### src/rtl/bk_mp_add_seq.sv
// bk_mp_add_seq
// Multi-precision add/subtract sequencer. It time-shares one external 32-bit
// combinational adder and feeds it one limb per cycle, least-significant limb
// first. The carry between limbs is chained through a register.
//
// Handshakes: a transfer happens on a rising clk edge where valid and ready
// are both high. Ready never depends on valid. A producer holds its payload
// stable while valid=1 and ready=0.
//
// Ports
//   clk, rst_n          clock; asynchronous active-low reset
//   in_valid/in_ready   request handshake (in_ready high only in IDLE)
//   in_a, in_b          WORDS x 32-bit operands; limb i is bits [32i+31:32i]
//   in_cin              carry-in for add mode (ignored when in_sub=1)
//   in_sub              1: A-B, 0: A+B+cin
//   add_a/add_b/add_cin limb operands to the external adder (0 outside RUN)
//   add_sum/add_cout    combinational return from the external adder
//   out_valid/out_ready result handshake
//   out_sum, out_cout   result and final carry (1 = no borrow when subtracting)
//   busy                high in RUN or DONE
module bk_mp_add_seq #(
  parameter int WORDS = 4,
  parameter int IDXW  = 4
) (
  input  logic                  clk,
  input  logic                  rst_n,
  input  logic                  in_valid,
  output logic                  in_ready,
  input  logic [32*WORDS-1:0]   in_a,
  input  logic [32*WORDS-1:0]   in_b,
  input  logic                  in_cin,
  input  logic                  in_sub,
  output logic [31:0]           add_a,
  output logic [31:0]           add_b,
  output logic                  add_cin,
  input  logic [31:0]           add_sum,
  input  logic                  add_cout,
  output logic                  out_valid,
  input  logic                  out_ready,
  output logic [32*WORDS-1:0]   out_sum,
  output logic                  out_cout,
  output logic                  busy
);

  localparam int SELW = (WORDS > 1) ? $clog2(WORDS) : 1;
  localparam logic [IDXW-1:0] LAST = IDXW'(WORDS - 1);

  typedef enum logic [1:0] {
    IDLE = 2'd0,
    RUN  = 2'd1,
    DONE = 2'd2
  } state_t;

  state_t state;
  state_t state_nxt;

  logic [WORDS-1:0][31:0] a_reg;
  logic [WORDS-1:0][31:0] b_reg;
  logic [WORDS-1:0][31:0] sum_reg;
  logic                   carry;
  logic [IDXW-1:0]        idx;
  logic [SELW-1:0]        sel;

  // Only the low bits of idx address a limb. idx stays within 0..WORDS-1.
  assign sel = idx[SELW-1:0];

  assign out_sum  = sum_reg;
  assign out_cout = carry;

  always_ff @(posedge clk or negedge rst_n) begin
    if (!rst_n) begin
      state <= IDLE;
    end else begin
      state <= state_nxt;
    end
  end

  always_comb begin
    state_nxt = state;
    in_ready  = 1'b0;
    out_valid = 1'b0;
    busy      = 1'b0;
    add_a     = '0;
    add_b     = '0;
    add_cin   = 1'b0;
    case (state)
      IDLE: begin
        in_ready = 1'b1;
        if (in_valid) begin
          state_nxt = RUN;
        end
      end
      RUN: begin
        busy    = 1'b1;
        add_a   = a_reg[sel];
        add_b   = b_reg[sel];
        add_cin = carry;
        if (idx == LAST) begin
          state_nxt = DONE;
        end
      end
      DONE: begin
        busy      = 1'b1;
        out_valid = 1'b1;
        if (out_ready) begin
          state_nxt = IDLE;
        end
      end
      default: begin
        state_nxt = IDLE;
      end
    endcase
  end

  // Subtraction is A + ~B + 1. B is inverted when it is latched, and the +1
  // goes in as the initial carry. The RUN datapath is therefore the same for
  // both modes.
  always_ff @(posedge clk or negedge rst_n) begin
    if (!rst_n) begin
      a_reg   <= '0;
      b_reg   <= '0;
      sum_reg <= '0;
      carry   <= 1'b0;
      idx     <= '0;
    end else begin
      case (state)
        IDLE: begin
          if (in_valid) begin
            a_reg <= in_a;
            b_reg <= in_sub ? ~in_b : in_b;
            carry <= in_sub | in_cin;
            idx   <= '0;
          end
        end
        RUN: begin
          sum_reg[sel] <= add_sum;
          carry        <= add_cout;
          if (idx != LAST) begin
            idx <= idx + 1'b1;
          end
        end
        default: begin
        end
      endcase
    end
  end

endmodule

### config.mk
export PLATFORM = sky130hd
export DESIGN_NAME = bk_mp_add_seq
export DESIGN_NICKNAME = d
export VERILOG_FILES = /design/src/rtl/bk_mp_add_seq.sv
export SDC_FILE = /design/constraint.sdc
export NUM_CORES = 1
export LEC_CHECK = 0
export CORE_AREA = 5 5 252 254
export DETAILED_ROUTE_END_ITERATION = 8
export DIE_AREA = 0 0 257 259
export GPL_TIMING_DRIVEN = 0
export PLACE_DENSITY = 0.63
export SYNTH_ARGS = -nofsm -noshare
export SYNTH_HDL_FRONTEND = slang
export SYNTH_SLANG_ARGS = --single-unit
### constraint.sdc
create_clock -name clk -period 2.1 [get_ports clk]
set_clock_uncertainty 0.05 [all_clocks]
set_input_delay 0.42 -clock clk [delete_from_list [all_inputs] [get_ports clk]]
set_output_delay 0.42 -clock clk [all_outputs]
set_load 0.02 [all_outputs]
Yosys cells after proc, flatten, opt, wreduce, memory -nomap -nowiden

Cells that the tools add are included.

Flip-flop bits (word level): 391
Output and inout bits: 197

$add $sub $neg: 1
Muxes and demuxes: 23
Magnitude comparators: 2
Eq/ne operators: 8
Reduce and logical (&&, ||, !) cells: 8
Bitwise gates (word level): 2

Operator list:

| kind                                                   | count |
|---|---|
| two-way mux 32 bit                                     | 5 |
| binary-select mux 32 bit (select 2 bit)                | 2 |
| bitwise mux 128 bit                                    | 1 |
| two-way mux 128 bit                                    | 1 |
| inverter 128 bit                                       | 1 |
| demux 32 bit (select 2 bit)                            | 1 |
| two-way mux 4 bit                                      | 2 |
| inequality test 2 bit (second input constant)          | 4 |
| case mux 4 bit (2 select lines)                        | 1 |
| two-way mux 2 bit                                      | 3 |
| case mux 2 bit (3 select lines)                        | 1 |
| AND reduction 3 bit                                    | 2 |
| two-way mux 1 bit                                      | 5 |
| adder 4 x 1 -> 4 bit (second input constant)           | 1 |
| == test 4 x 2 -> 1 bit (second input constant)         | 1 |
| inequality test 4 x 2 -> 1 bit (second input constant) | 1 |
| AND reduction 2 bit                                    | 2 |
| < comparator 2 x 3 -> 1 bit (second input constant)    | 1 |
| == test 2 x 1 -> 1 bit (second input constant)         | 1 |
| == test 2 bit (second input constant)                  | 1 |
| >= comparator 2 x 1 -> 1 bit (second input constant)   | 1 |
| zero test 2 bit                                        | 1 |
| case mux 1 bit (2 select lines)                        | 1 |
| nonzero test 2 bit                                     | 1 |
| other kinds (3)                                        | 3 |

Longest topological paths before layout

Gate-level depths: netlist (run 1).

Depth in word-level cells: 5
Gate-level depth with buffers: 9

Worst setup path after synthesis (run 1)

Ideal clock, no wire load.

Path type: register -> output
Start: reg state[1]
End: out add_a[0]
Data arrival time: 1.496 ns
Required time: 1.630 ns
Stages on the path, launching flop included: 7
Slack: 0.134 ns
Cell sequence: dfrtp_1 -> inv_1 -> ha_1 -> buf_2 -> clkbuf_1 -> clkbuf_1 -> and2_1

Cells in the longest elaborated chain, start to end: 2

Ends and longest elaborated chain:

| item                     | RTL line | text |
|---|---|---|
| start: declaration       | 54       | `state_t state;` |
| start signal: assignment | 74       | `state <= state_nxt;` |
| == test 2 x 1 -> 1 bit   | 86       | `case (state)` |
| two-way mux 32 bit       | 86       |  |
| end: declaration         | 33       | `output logic [31:0] add_a,` |

Every way passes these cells.

Final worst setup path (run 1)

Start: reg idx[0]
End: out add_a[3]

Cells in the longest elaborated chain, start to end: 3

Ends and longest elaborated chain:

| item                                     | RTL line | text |
|---|---|---|
| start: declaration                       | 61       | `logic [IDXW-1:0] idx;` |
| start signal: assignment                 | 139      | `idx <= idx + 1'b1;` |
| binary-select mux 32 bit (select 2 bit)  | 95       | `add_a = a_reg[sel];` |
| two-way mux 32 bit (not written as such) | 95       |  |
| two-way mux 32 bit                       | 86       |  |

Every way passes these cells. The select of a mux whose other input is x is not followed.

==> flow_results.xml, run 1 <==
<?xml version="1.0" encoding="UTF-8"?>
<metrics>
  <group name="worst_setup_path">
    <metric name="minimum_setup_slack_among_reg_to_reg_paths" unit="ps">70</metric>
    <metric name="cp.required" unit="ps">1630</metric>
    <metric name="cp_max_fo" unit="">7</metric>
    <metric name="worst_ep_arrival_time" unit="ps">2250</metric>
    <metric name="critical_path_sink_type" unit="">primary output</metric>
    <metric name="r2r-start" unit="">idx[0]</metric>
    <metric name="crit_type" unit="">flop to primary output</metric>
    <metric name="rr_endpoint" unit="">out_sum[65]</metric>
    <metric name="reg2regPathDepth" unit="">8</metric>
    <metric name="startpoint_kind_of_the_worst_setup_timing_path" unit="">flop</metric>
  </group>
  <group name="synth">
    <metric name="synth.top_cell.area_share" unit="%">54.1</metric>
    <metric name="avgSynthCellArea" unit="µm²">13.9</metric>
    <metric name="netlist_area" unit="mm²">0.0181</metric>
    <metric name="synth-seq-cells" unit="">391</metric>
    <metric name="synth.distinct_cells" unit="">37</metric>
    <metric name="asyncSetResetFlopFracSynth" unit="%">100</metric>
    <metric name="number_of_synthesized_flops_with_an_enable_pin" unit="">0</metric>
    <metric name="postSynthNetCount" unit="">1602</metric>
    <metric name="synthesis.yosys.warnings" unit="">0</metric>
    <metric name="seq_area_frac_synth" unit="%">54.1</metric>
    <metric name="yosysTopAreaCell" unit="">dfrtp_1</metric>
    <metric name="netlist_instances" unit="">1299</metric>
    <metric name="synth_top_flop_cell" unit="">dfrtp_1</metric>
    <metric name="synth.area.top_cells" unit="">dfrtp_1 (54%), mux2_4 (9.1%), mux2_2 (9.1%), mux4_2 (8.0%), xnor2_1 (6.2%)</metric>
  </group>
  <group name="clocking">
    <metric name="clockBufferDepth" unit="">3</metric>
    <metric name="cts_sinks" unit="">391</metric>
    <metric name="clk_pin_slew_worst_paths" unit="ps">60</metric>
    <metric name="cts_inserted_buffers" unit="">45</metric>
    <metric name="cts-htree-levels" unit="">2</metric>
    <metric name="tritoncts" unit="">yes</metric>
    <metric name="skew_pair_late_insertion_delay" unit="ps">570</metric>
    <metric name="cts.root.buffer_cell" unit="">clkbuf_16</metric>
  </group>
  <group name="routing">
    <metric name="drt_iter0_drc" unit="">507</metric>
    <metric name="final_antenna_net_count" unit="">0</metric>
    <metric name="drtPass1Iterations" unit="">4</metric>
    <metric name="detail_route.drc_violations" unit="">0</metric>
    <metric name="drt_via_density" unit="">4.68</metric>
    <metric name="num_vias" unit="">12700</metric>
    <metric name="route.final.wire_length" unit="mm">62.5</metric>
    <metric name="routedWlPerCell" unit="µm">23.0</metric>
  </group>
  <group name="sta">
    <metric name="tightest_slew" unit="ps">609</metric>
    <metric name="period_minus_slack" unit="ps">2720</metric>
    <metric name="achievable-frequency" unit="MHz">368</metric>
    <metric name="timing.slew.headroom" unit="%">59.4</metric>
    <metric name="timing.setup.tns" unit="ps">-34470</metric>
    <metric name="final-max-slew-violation-count" unit="">0</metric>
    <metric name="rsz0062_at_grt" unit="">true</metric>
    <metric name="setup_slack" unit="ps">-620</metric>
    <metric name="hold_slack" unit="ps">392</metric>
    <metric name="setup-violations-final" unit="">65</metric>
    <metric name="finalHoldViolCount" unit="">0</metric>
    <metric name="share_of_the_cycle_needed_by_the_critical_path_after_routing" unit="%">130</metric>
  </group>
  <group name="placed_design">
    <metric name="detailed_place_hpwl" unit="mm">46.3</metric>
    <metric name="dp.cells" unit="">2582</metric>
    <metric name="io_buffer_count" unit="">490</metric>
    <metric name="place_congestion" unit="">0.835</metric>
  </group>
  <group name="finish">
    <metric name="mostFrequentLayoutCell" unit="">clkdlybuf4s50_1</metric>
    <metric name="synthToLayoutAreaGrowth" unit="%">47.8</metric>
    <metric name="layout_common_cells" unit="">clkdlybuf4s50_1 (415), dfrtp_1 (390), mux2_2 (146)</metric>
    <metric name="fillers" unit="">5472</metric>
    <metric name="finalNetCount" unit="">2182</metric>
    <metric name="number_of_cells_in_the_finished_layout_apart_from_fillers" unit="">2715</metric>
    <metric name="final_layout_size_suffix_gt1_share" unit="%">34.3</metric>
  </group>
  <group name="die">
    <metric name="start_util" unit="%">29.6</metric>
    <metric name="design.portCount" unit="">492</metric>
    <metric name="placement_rows" unit="">91</metric>
    <metric name="dieHeight" unit="µm">259</metric>
    <metric name="fp.dieArea" unit="mm²">0.0666</metric>
    <metric name="design.core.area" unit="mm²">0.0610</metric>
    <metric name="die_w" unit="µm">257</metric>
  </group>
  <group name="global_routing">
    <metric name="leftover_overflow_at_the_end_of_global_routing" unit="">0</metric>
    <metric name="maximum_number_of_pins_on_one_net_before_global_route_repair" unit="">115</metric>
    <metric name="via_count_of_the_first_global_routing_pass" unit="">13900</metric>
    <metric name="gr-usage-all-layers" unit="%">18.2</metric>
    <metric name="wire_length_of_the_first_global_routing_pass" unit="mm">91.9</metric>
    <metric name="antenna_found_initial" unit="">15</metric>
  </group>
  <group name="power_and_ir_drop">
    <metric name="power_leakage" unit="nW">11.5</metric>
    <metric name="irDropWorstVdd" unit="V">0.000475</metric>
    <metric name="power_density" unit="mW/mm²">1600</metric>
  </group>
  <group name="status">
    <metric name="run_status" unit="">complete, but fails checks</metric>
    <metric name="failed_checks" unit="">negative setup slack</metric>
  </group>
  <group name="hold_path">
    <metric name="worst_hold_path_type" unit="">input port to async pin</metric>
  </group>
  <group name="job">
    <metric name="max_capacitance_violation_total" unit="">0</metric>
  </group>
</metrics>
-- repair_timing --
action / CTS / global route
hold endpoints to repair: 101 / 0
pin swaps: 20 / 31
buffers inserted: 21 / 16
gates resized for setup: 490 / 126
setup endpoints to repair: 424 / 431
hold buffers: 1 / 0
gates cloned: 3 / 2
-- Yosys cell counts (2+ instances only) --
cell      instances
a31oi_1           2
and2_1           65
buf_12            3
buf_2            39
buf_4             4
buf_6            17
clkbuf_1         30
dfrtp_1         391
ha_1              8
inv_1             5
mux2_2          146
mux2_4          110
mux4_2           64
nand2_1         135
nand3_1           2
nand3b_1          3
o21ai_0         105
o21ai_1          24
xnor2_1         128
-- through the flow --
step	area, µm²	setup slack (ps)	utilization (%)	power, W
after detailed placement	24100	-1260	39.4	0.0326
final	26700	-620	43.8	0.0429
after global routing	26700	-736	43.8	0.0452
after global placement	24000	-16590	39.3	0.0322
after CTS	26300	-746	43.1	0.0424
after floorplan	18100	134	-	0.0244
-- metal layers --
metal | up-vias | share of wire (%) | global-route usage (%)
met1 | 6454 | 42 | 23.3
li1 | 5699 | - | -
met3 | 108 | 6.4 | 4.78
met2 | 447 | 49 | 30.4
met5 | - | 0.070 | 0
met4 | 8 | 2.6 | 5.32
-- where the power goes --
| group | internal, W | switching [W] | leakage [nW] |
|---|---|---|---|
| clock | 0.00474 | 0.00328 | 0.741 |
| combinational | 0.0121 | 0.00930 | 6.09 |
| sequential | 0.0113 | 0.00217 | 4.67 |
-- worst max-delay path: stages (launching register included) --
cell and delay (ps):
dfrtp_1 400, buf_12 170, buf_12 140, buf_12 120, buf_6 90, mux4_2 470
and2_4 160, buf_6 120
-- logic make-up (layout without fill, tap and decap cells) --
logic type | after synthesis | in the layout | synth area share (%)
fa+ha+maj | 8 | 8 | 0.553
buf+inv | 98 | 712 | 3.36
flops | 391 | 391 | 54.1
compound gates | 141 | 141 | 4.08
other cells | 0 | 12 | 0
simple gates | 212 | 212 | 5.49
mux | 321 | 321 | 26.2
xor+xnor | 128 | 128 | 6.20
-- area by class of cell --
cell class	instances	area, µm²	area share (%)
Buffer	93	905	3.38
Antenna cell	12	30.0	0.112
Inverter	5	18.8	0.0702
Multi-Input combinational cell	810	7910	29.6
Clock inverter	18	181	0.678
Clock buffer	63	1320	4.92
Timing Repair Buffer	533	5610	21.0
Sequential cell	391	9790	36.6
Tap cell	790	988	3.70
-- worst max-delay path by stage --
stage | to | from | cells after the start
2_1_floorplan | add_a[0] | state[1] | 6
3_3_place_gp | b_reg[100] | rst_n | 1
3_5_place_dp | add_a[15] | state[1] | 7
4_1_cts | add_b[18] | idx[0] | 7
5_1_grt | add_a[3] | idx[0] | 7
6_report | add_a[3] | idx[0] | 7
No activity file was read; power rests on OpenSTA's default activity.
==> inputs of run 2 (changes only) <==
CAP_MARGIN = 10   (was unset)
CORE_AREA = 4 4 251 253   (was 5 5 252 254)
DIE_AREA = 0 0 255 257   (was 0 0 257 259)
REMOVE_ABC_BUFFERS = 1   (was unset)
==> flow_results.xml, run 2 (same netlist as run 1, synthesis figures left out) <==
<?xml version="1.0" encoding="UTF-8"?>
<metrics>
  <group name="routing">
    <metric name="detail_route.drc_violations" unit="">0</metric>
    <metric name="detailroute.wirelength.met3" unit="mm">4.87</metric>
    <metric name="top_layer" unit="">met5</metric>
    <metric name="final_antenna_net_count" unit="">0</metric>
    <metric name="post_route_m1_wl" unit="mm">23.0</metric>
    <metric name="met2_wirelength" unit="mm">25.4</metric>
    <metric name="route.final.wire_length" unit="mm">55.1</metric>
    <metric name="drt_iter0_drc" unit="">544</metric>
    <metric name="routedWlPerCell" unit="µm">20.9</metric>
    <metric name="drtPass1Iterations" unit="">4</metric>
    <metric name="num_vias" unit="">12100</metric>
    <metric name="drt_via_density" unit="">4.60</metric>
  </group>
  <group name="die">
    <metric name="design.portCount" unit="">492</metric>
    <metric name="fp.dieArea" unit="mm²">0.0655</metric>
    <metric name="design.core.area" unit="mm²">0.0610</metric>
    <metric name="die_w" unit="µm">255</metric>
    <metric name="placement_rows" unit="">91</metric>
    <metric name="dieHeight" unit="µm">257</metric>
    <metric name="start_util" unit="%">29.6</metric>
  </group>
  <group name="clocking">
    <metric name="clk_pin_slew_worst_paths" unit="ps">60</metric>
    <metric name="tritoncts" unit="">yes</metric>
    <metric name="cts-htree-levels" unit="">2</metric>
    <metric name="cts_inserted_buffers" unit="">45</metric>
    <metric name="skew_pair_late_insertion_delay" unit="ps">560</metric>
    <metric name="cts_sinks" unit="">391</metric>
    <metric name="cts.root.buffer_cell" unit="">clkbuf_16</metric>
    <metric name="clockBufferDepth" unit="">3</metric>
  </group>
  <group name="placed_design">
    <metric name="dp.cells" unit="">2500</metric>
    <metric name="io_buffer_count" unit="">491</metric>
    <metric name="detailed_place_hpwl" unit="mm">34.3</metric>
    <metric name="place_congestion" unit="">0.745</metric>
  </group>
  <group name="sta">
    <metric name="tightest_slew" unit="ps">936</metric>
    <metric name="hold_slack" unit="ps">375</metric>
    <metric name="period_minus_slack" unit="ps">2750</metric>
    <metric name="share_of_the_cycle_needed_by_the_critical_path_after_routing" unit="%">131</metric>
    <metric name="timing.slew.headroom" unit="%">37.6</metric>
    <metric name="finalHoldViolCount" unit="">0</metric>
    <metric name="timing.setup.tns" unit="ps">-35580</metric>
    <metric name="setup_slack" unit="ps">-646</metric>
    <metric name="rsz0062_at_grt" unit="">true</metric>
    <metric name="setup-violations-final" unit="">65</metric>
    <metric name="final-max-slew-violation-count" unit="">0</metric>
    <metric name="achievable-frequency" unit="MHz">364</metric>
  </group>
  <group name="global_routing">
    <metric name="via_count_of_the_first_global_routing_pass" unit="">13100</metric>
    <metric name="leftover_overflow_at_the_end_of_global_routing" unit="">0</metric>
    <metric name="gr-usage-all-layers" unit="%">16.3</metric>
    <metric name="wire_length_of_the_first_global_routing_pass" unit="mm">81.8</metric>
    <metric name="antenna_found_initial" unit="">12</metric>
    <metric name="maximum_number_of_pins_on_one_net_before_global_route_repair" unit="">153</metric>
  </group>
  <group name="finish">
    <metric name="synthToLayoutAreaGrowth" unit="%">47.7</metric>
    <metric name="finalCoreUtilization" unit="%">43.8</metric>
    <metric name="layout_common_cells" unit="">clkdlybuf4s50_1 (415), dfrtp_1 (388), mux2_2 (144)</metric>
    <metric name="fillers" unit="">5497</metric>
    <metric name="finalNetCount" unit="">2121</metric>
    <metric name="mostFrequentLayoutCell" unit="">clkdlybuf4s50_1</metric>
    <metric name="final_layout_size_suffix_gt1_share" unit="%">33.2</metric>
    <metric name="number_of_cells_in_the_finished_layout_apart_from_fillers" unit="">2642</metric>
  </group>
  <group name="power_and_ir_drop">
    <metric name="totalPowerFinal" unit="W">0.0425</metric>
    <metric name="irDropWorstVdd" unit="V">0.000557</metric>
    <metric name="power_density" unit="mW/mm²">1590</metric>
    <metric name="power_leakage" unit="nW">11.4</metric>
  </group>
  <group name="worst_setup_path">
    <metric name="timing.critical_path.mode_cell" unit="">buf_12</metric>
    <metric name="critPathMaxStageDelay" unit="ps">500</metric>
    <metric name="worst_ep_arrival_time" unit="ps">2280</metric>
    <metric name="crit_type" unit="">flop to primary output</metric>
    <metric name="cp.required" unit="ps">1630</metric>
    <metric name="cpMaxStageDelayCell" unit="">dfrtp_4</metric>
    <metric name="cp_max_fo" unit="">5</metric>
    <metric name="critical_path_sink_type" unit="">primary output</metric>
    <metric name="crit_buf_inv" unit="">4</metric>
    <metric name="worst_path_dominant_cell_family" unit="">buffers and inverters</metric>
    <metric name="worstPathCellList" unit="">buf_12, buf_12, buf_16, mux4_2, and2_4, buf_6</metric>
    <metric name="startpoint_kind_of_the_worst_setup_timing_path" unit="">flop</metric>
  </group>
  <group name="status">
    <metric name="failed_checks" unit="">negative setup slack</metric>
    <metric name="run_status" unit="">complete, but fails checks</metric>
  </group>
  <group name="hold_path">
    <metric name="worst_hold_path_type" unit="">input port to async pin</metric>
  </group>
  <group name="job">
    <metric name="max_capacitance_violation_total" unit="">0</metric>
  </group>
</metrics>
==> run 2: changes by cell type in the layout (fill, tap and decap cells not counted), sizes merged <==
cell,before,now
clkinvlp,2,0
inv,7,8
nand2,136,139
bufbuf,0,4
diode,12,3
buf,172,134
clkbuf,95,69
bufinv,3,2
clkinv,11,6
==> run 2: path summary, 6_finish.rpt <==
| check | from | end | cells past startpoint | slack, ps |
|---|---|---|---|---|
| max reg2reg | idx[0] | out_sum[111] | 8 | 30 |
| max | idx[0] | add_b[17] | 6 | -650 |
| min reg2reg | b_reg[105] | b_reg[105] | 2 | 420 |
| min in group clk | in_a[73] | a_reg[73] | 2 | 420 |
| min | rst_n | out_sum[80] | 2 | 380 |
| max in group asynchronous | rst_n | b_reg[2] | 4 | 210 |
==> run 2: timing repair <==
| item | in CTS | in global routing |
|---|---|---|
| buffers inserted | 31 | 11 |
| pin swaps | 42 | 5 |
| endpoints found under the hold margin | 85 | 0 |
| cloned | 22 | 2 |
| resized for setup | 521 | 37 |
| hold buffers | 1 | 0 |
| endpoints found under the setup margin | 454 | 216 |
==> run 2: power breakdown <==
group	total, W	internal [W]	switching, W
logic	0.0215	0.0123	0.00919
clock network	0.00764	0.00451	0.00313
registers	0.0134	0.0114	0.00200
==> run 2: area by class of cell <==
type | count | area, µm² | share of cell area [%]
antenna | 3 | 7.51 | 0.0281
sequential | 391 | 9790 | 36.6
clock inverter | 11 | 120 | 0.449
inverter | 5 | 23.8 | 0.0889
multi-input combinational | 813 | 8060 | 30.2
tap | 790 | 988 | 3.70
clock buffer | 67 | 1300 | 4.86
timing repair buffer | 562 | 6440 | 24.1
==> run 2: worst reg2reg max path, delay by kind of cell, from the launching register on <==
kind,cells,cell delay [ps]
buffers and inverters,5,760
DFF,1,500
muxes,1,360
adders and majority gates,1,170
and+or+nand+nor,1,100
==> run 2: stage by stage <==
stage          cell area, µm²  setup WS [ps]
2_1_floorplan           17500          -3980
3_5_place_dp            23800          -1210
6_report                26700           -646
3_3_place_gp            23400         -16440
5_1_grt                 26700           -754
4_1_cts                 26500           -733
==> run 2: layer usage <==
| layer | GRT usage [%] | vias up |
|---|---|---|
| met1 | 20.7 | 6043 |
| met5 | 0 | - |
| met3 | 5.39 | 99 |
| li1 | - | 5561 |
| met2 | 26.3 | 428 |
| met4 | 5.29 | 16 |
==> inputs of run 3 (changes only) <==
SETUP_SLACK_MARGIN = 0.15   (was unset)
==> flow_results.xml, run 3 (same netlist as run 1, synthesis figures left out) <==
<?xml version="1.0" encoding="UTF-8"?>
<metrics>
  <group name="status">
    <metric name="run_status" unit="">complete, but fails checks</metric>
    <metric name="failed_checks" unit="">negative hold slack, negative setup slack</metric>
  </group>
  <group name="worst_setup_path">
    <metric name="worst_ep_arrival_time" unit="ps">2360</metric>
    <metric name="crit_type" unit="">flop to primary output</metric>
    <metric name="reg2regPathDepth" unit="">11</metric>
    <metric name="startpoint_kind_of_the_worst_setup_timing_path" unit="">flop</metric>
    <metric name="critical_path_sink_type" unit="">primary output</metric>
    <metric name="cp_max_fo" unit="">5</metric>
    <metric name="cp.required" unit="ps">1630</metric>
  </group>
  <group name="clocking">
    <metric name="clk_pin_slew_worst_paths" unit="ps">60</metric>
    <metric name="skew_pair_late_insertion_delay" unit="ps">570</metric>
    <metric name="cts_inserted_buffers" unit="">45</metric>
    <metric name="cts_sinks" unit="">391</metric>
    <metric name="tritoncts" unit="">yes</metric>
    <metric name="cts.root.buffer_cell" unit="">clkbuf_16</metric>
    <metric name="cts-htree-levels" unit="">2</metric>
    <metric name="clockBufferDepth" unit="">3</metric>
  </group>
  <group name="die">
    <metric name="die_w" unit="µm">255</metric>
    <metric name="design.portCount" unit="">492</metric>
    <metric name="start_util" unit="%">29.6</metric>
    <metric name="dieHeight" unit="µm">257</metric>
    <metric name="design.core.area" unit="mm²">0.0610</metric>
    <metric name="placement_rows" unit="">91</metric>
    <metric name="fp.dieArea" unit="mm²">0.0655</metric>
  </group>
  <group name="sta">
    <metric name="hold_slack" unit="ps">-175</metric>
    <metric name="share_of_the_cycle_needed_by_the_critical_path_after_routing" unit="%">135</metric>
    <metric name="period_minus_slack" unit="ps">2830</metric>
    <metric name="setup-violations-final" unit="">197</metric>
    <metric name="rsz0062_at_grt" unit="">true</metric>
    <metric name="tightest_slew" unit="ps">990</metric>
    <metric name="achievable-frequency" unit="MHz">354</metric>
    <metric name="timing.slew.headroom" unit="%">34.0</metric>
    <metric name="finalHoldViolCount" unit="">85</metric>
    <metric name="setup_slack" unit="ps">-725</metric>
    <metric name="final-max-slew-violation-count" unit="">0</metric>
  </group>
  <group name="routing">
    <metric name="drtPass1Iterations" unit="">5</metric>
    <metric name="routedWlPerCell" unit="µm">22.2</metric>
    <metric name="drt_iter0_drc" unit="">628</metric>
    <metric name="final_antenna_net_count" unit="">0</metric>
    <metric name="num_vias" unit="">12600</metric>
    <metric name="drt_via_density" unit="">4.69</metric>
    <metric name="route.final.wire_length" unit="mm">59.8</metric>
    <metric name="detail_route.drc_violations" unit="">0</metric>
  </group>
  <group name="global_routing">
    <metric name="wire_length_of_the_first_global_routing_pass" unit="mm">86.2</metric>
    <metric name="maximum_number_of_pins_on_one_net_before_global_route_repair" unit="">121</metric>
    <metric name="antenna_found_initial" unit="">13</metric>
    <metric name="via_count_of_the_first_global_routing_pass" unit="">13500</metric>
    <metric name="leftover_overflow_at_the_end_of_global_routing" unit="">0</metric>
    <metric name="gr-usage-all-layers" unit="%">17.2</metric>
  </group>
  <group name="placed_design">
    <metric name="detailed_place_hpwl" unit="mm">34.3</metric>
    <metric name="place_ws" unit="ps">-1210</metric>
    <metric name="place_congestion" unit="">0.745</metric>
    <metric name="io_buffer_count" unit="">491</metric>
  </group>
  <group name="finish">
    <metric name="mostFrequentLayoutCell" unit="">dfrtp_1</metric>
    <metric name="final_layout_size_suffix_gt1_share" unit="%">35.1</metric>
    <metric name="multiInputGateArea" unit="mm²">0.00834</metric>
    <metric name="finalNetCount" unit="">2170</metric>
    <metric name="fillers" unit="">5407</metric>
    <metric name="layout_common_cells" unit="">dfrtp_1 (388), clkdlybuf4s50_1 (291), mux2_4 (174)</metric>
    <metric name="layout.area.seq" unit="mm²">0.00979</metric>
    <metric name="synthToLayoutAreaGrowth" unit="%">53.9</metric>
  </group>
  <group name="power_and_ir_drop">
    <metric name="irDropWorstVdd" unit="V">0.000576</metric>
    <metric name="power_leakage" unit="nW">12.5</metric>
    <metric name="power_density" unit="mW/mm²">1570</metric>
  </group>
  <group name="job">
    <metric name="max_capacitance_violation_total" unit="">0</metric>
  </group>
  <group name="hold_path">
    <metric name="worst_hold_path_type" unit="">input port to async pin</metric>
  </group>
</metrics>
-- run 3: repair_timing --
item / in CTS / in global routing
endpoints found under the setup margin: 587 / 259
pin swaps: 46 / 5
resized for setup: 711 / 66
endpoints found under the hold margin: 85 / 85
setup buffers: 50 / 22
gates cloned: 32 / 6
-- run 3: routing by layer --
layer  GRT usage [%]  vias to the layer above  wire, µm
met5               0                        -        93
met4            6.38                       16      1990
met2            27.8                      470     28200
met3            5.57                      115      4990
li1                -                     5681         -
met1            21.7                     6349     24500
-- run 3: cell type report --
cell class	instances	share of cell area, %
flip-flops and latches	391	35.2
well taps	790	3.55
repair buffers	611	26.1
inverters	5	0.112
clock inverters	11	0.431
multi-input cells	813	30.0
clock buffers	67	4.66
diodes	3	0.0270
-- run 3: worst paths after layout --
| kind | startpoint | endpoint | slack, ps |
|---|---|---|---|
| max in group asynchronous | rst_n | b_reg[2] | 700 |
| setup reg to reg | idx[0] | out_sum[111] | -220 |
| hold / removal | rst_n | out_sum[80] | -180 |
| hold reg to reg | b_reg[68] | b_reg[68] | 420 |
| setup / recovery | idx[0] | add_a[19] | -730 |
| min in group clk | in_a[16] | a_reg[16] | 420 |
-- run 3: where the power goes --
| part | switching [W] | internal [W] | leakage (nW) |
|---|---|---|---|
| registers | 0.00204 | 0.0114 | 4.66 |
| clock network | 0.00314 | 0.00451 | 0.700 |
| logic | 0.00984 | 0.0129 | 7.12 |
-- run 3: critical path: stages (launching register included) --
cell	delay, ps
dfrtp_4	510
buf_12	140
buf_6	110
buf_12	140
buf_16	150
mux4_2	410
and2_4	180
buf_6	140
-- run 3: through the flow --
stage,TNS [ps],cell area [µm²],util (%),cells,power (W)
after CTS,-51390,27200,44.6,2660,0.0432
final,-53810,27800,45.6,2691,0.0438
after detailed placement,-235430,23800,39.0,2500,0.0314
after floorplan,-1367900,17500,-,1206,0.0236
after global placement,-8668540,23400,38.4,2487,0.0275
after global routing,-64470,27800,45.6,2691,0.0462
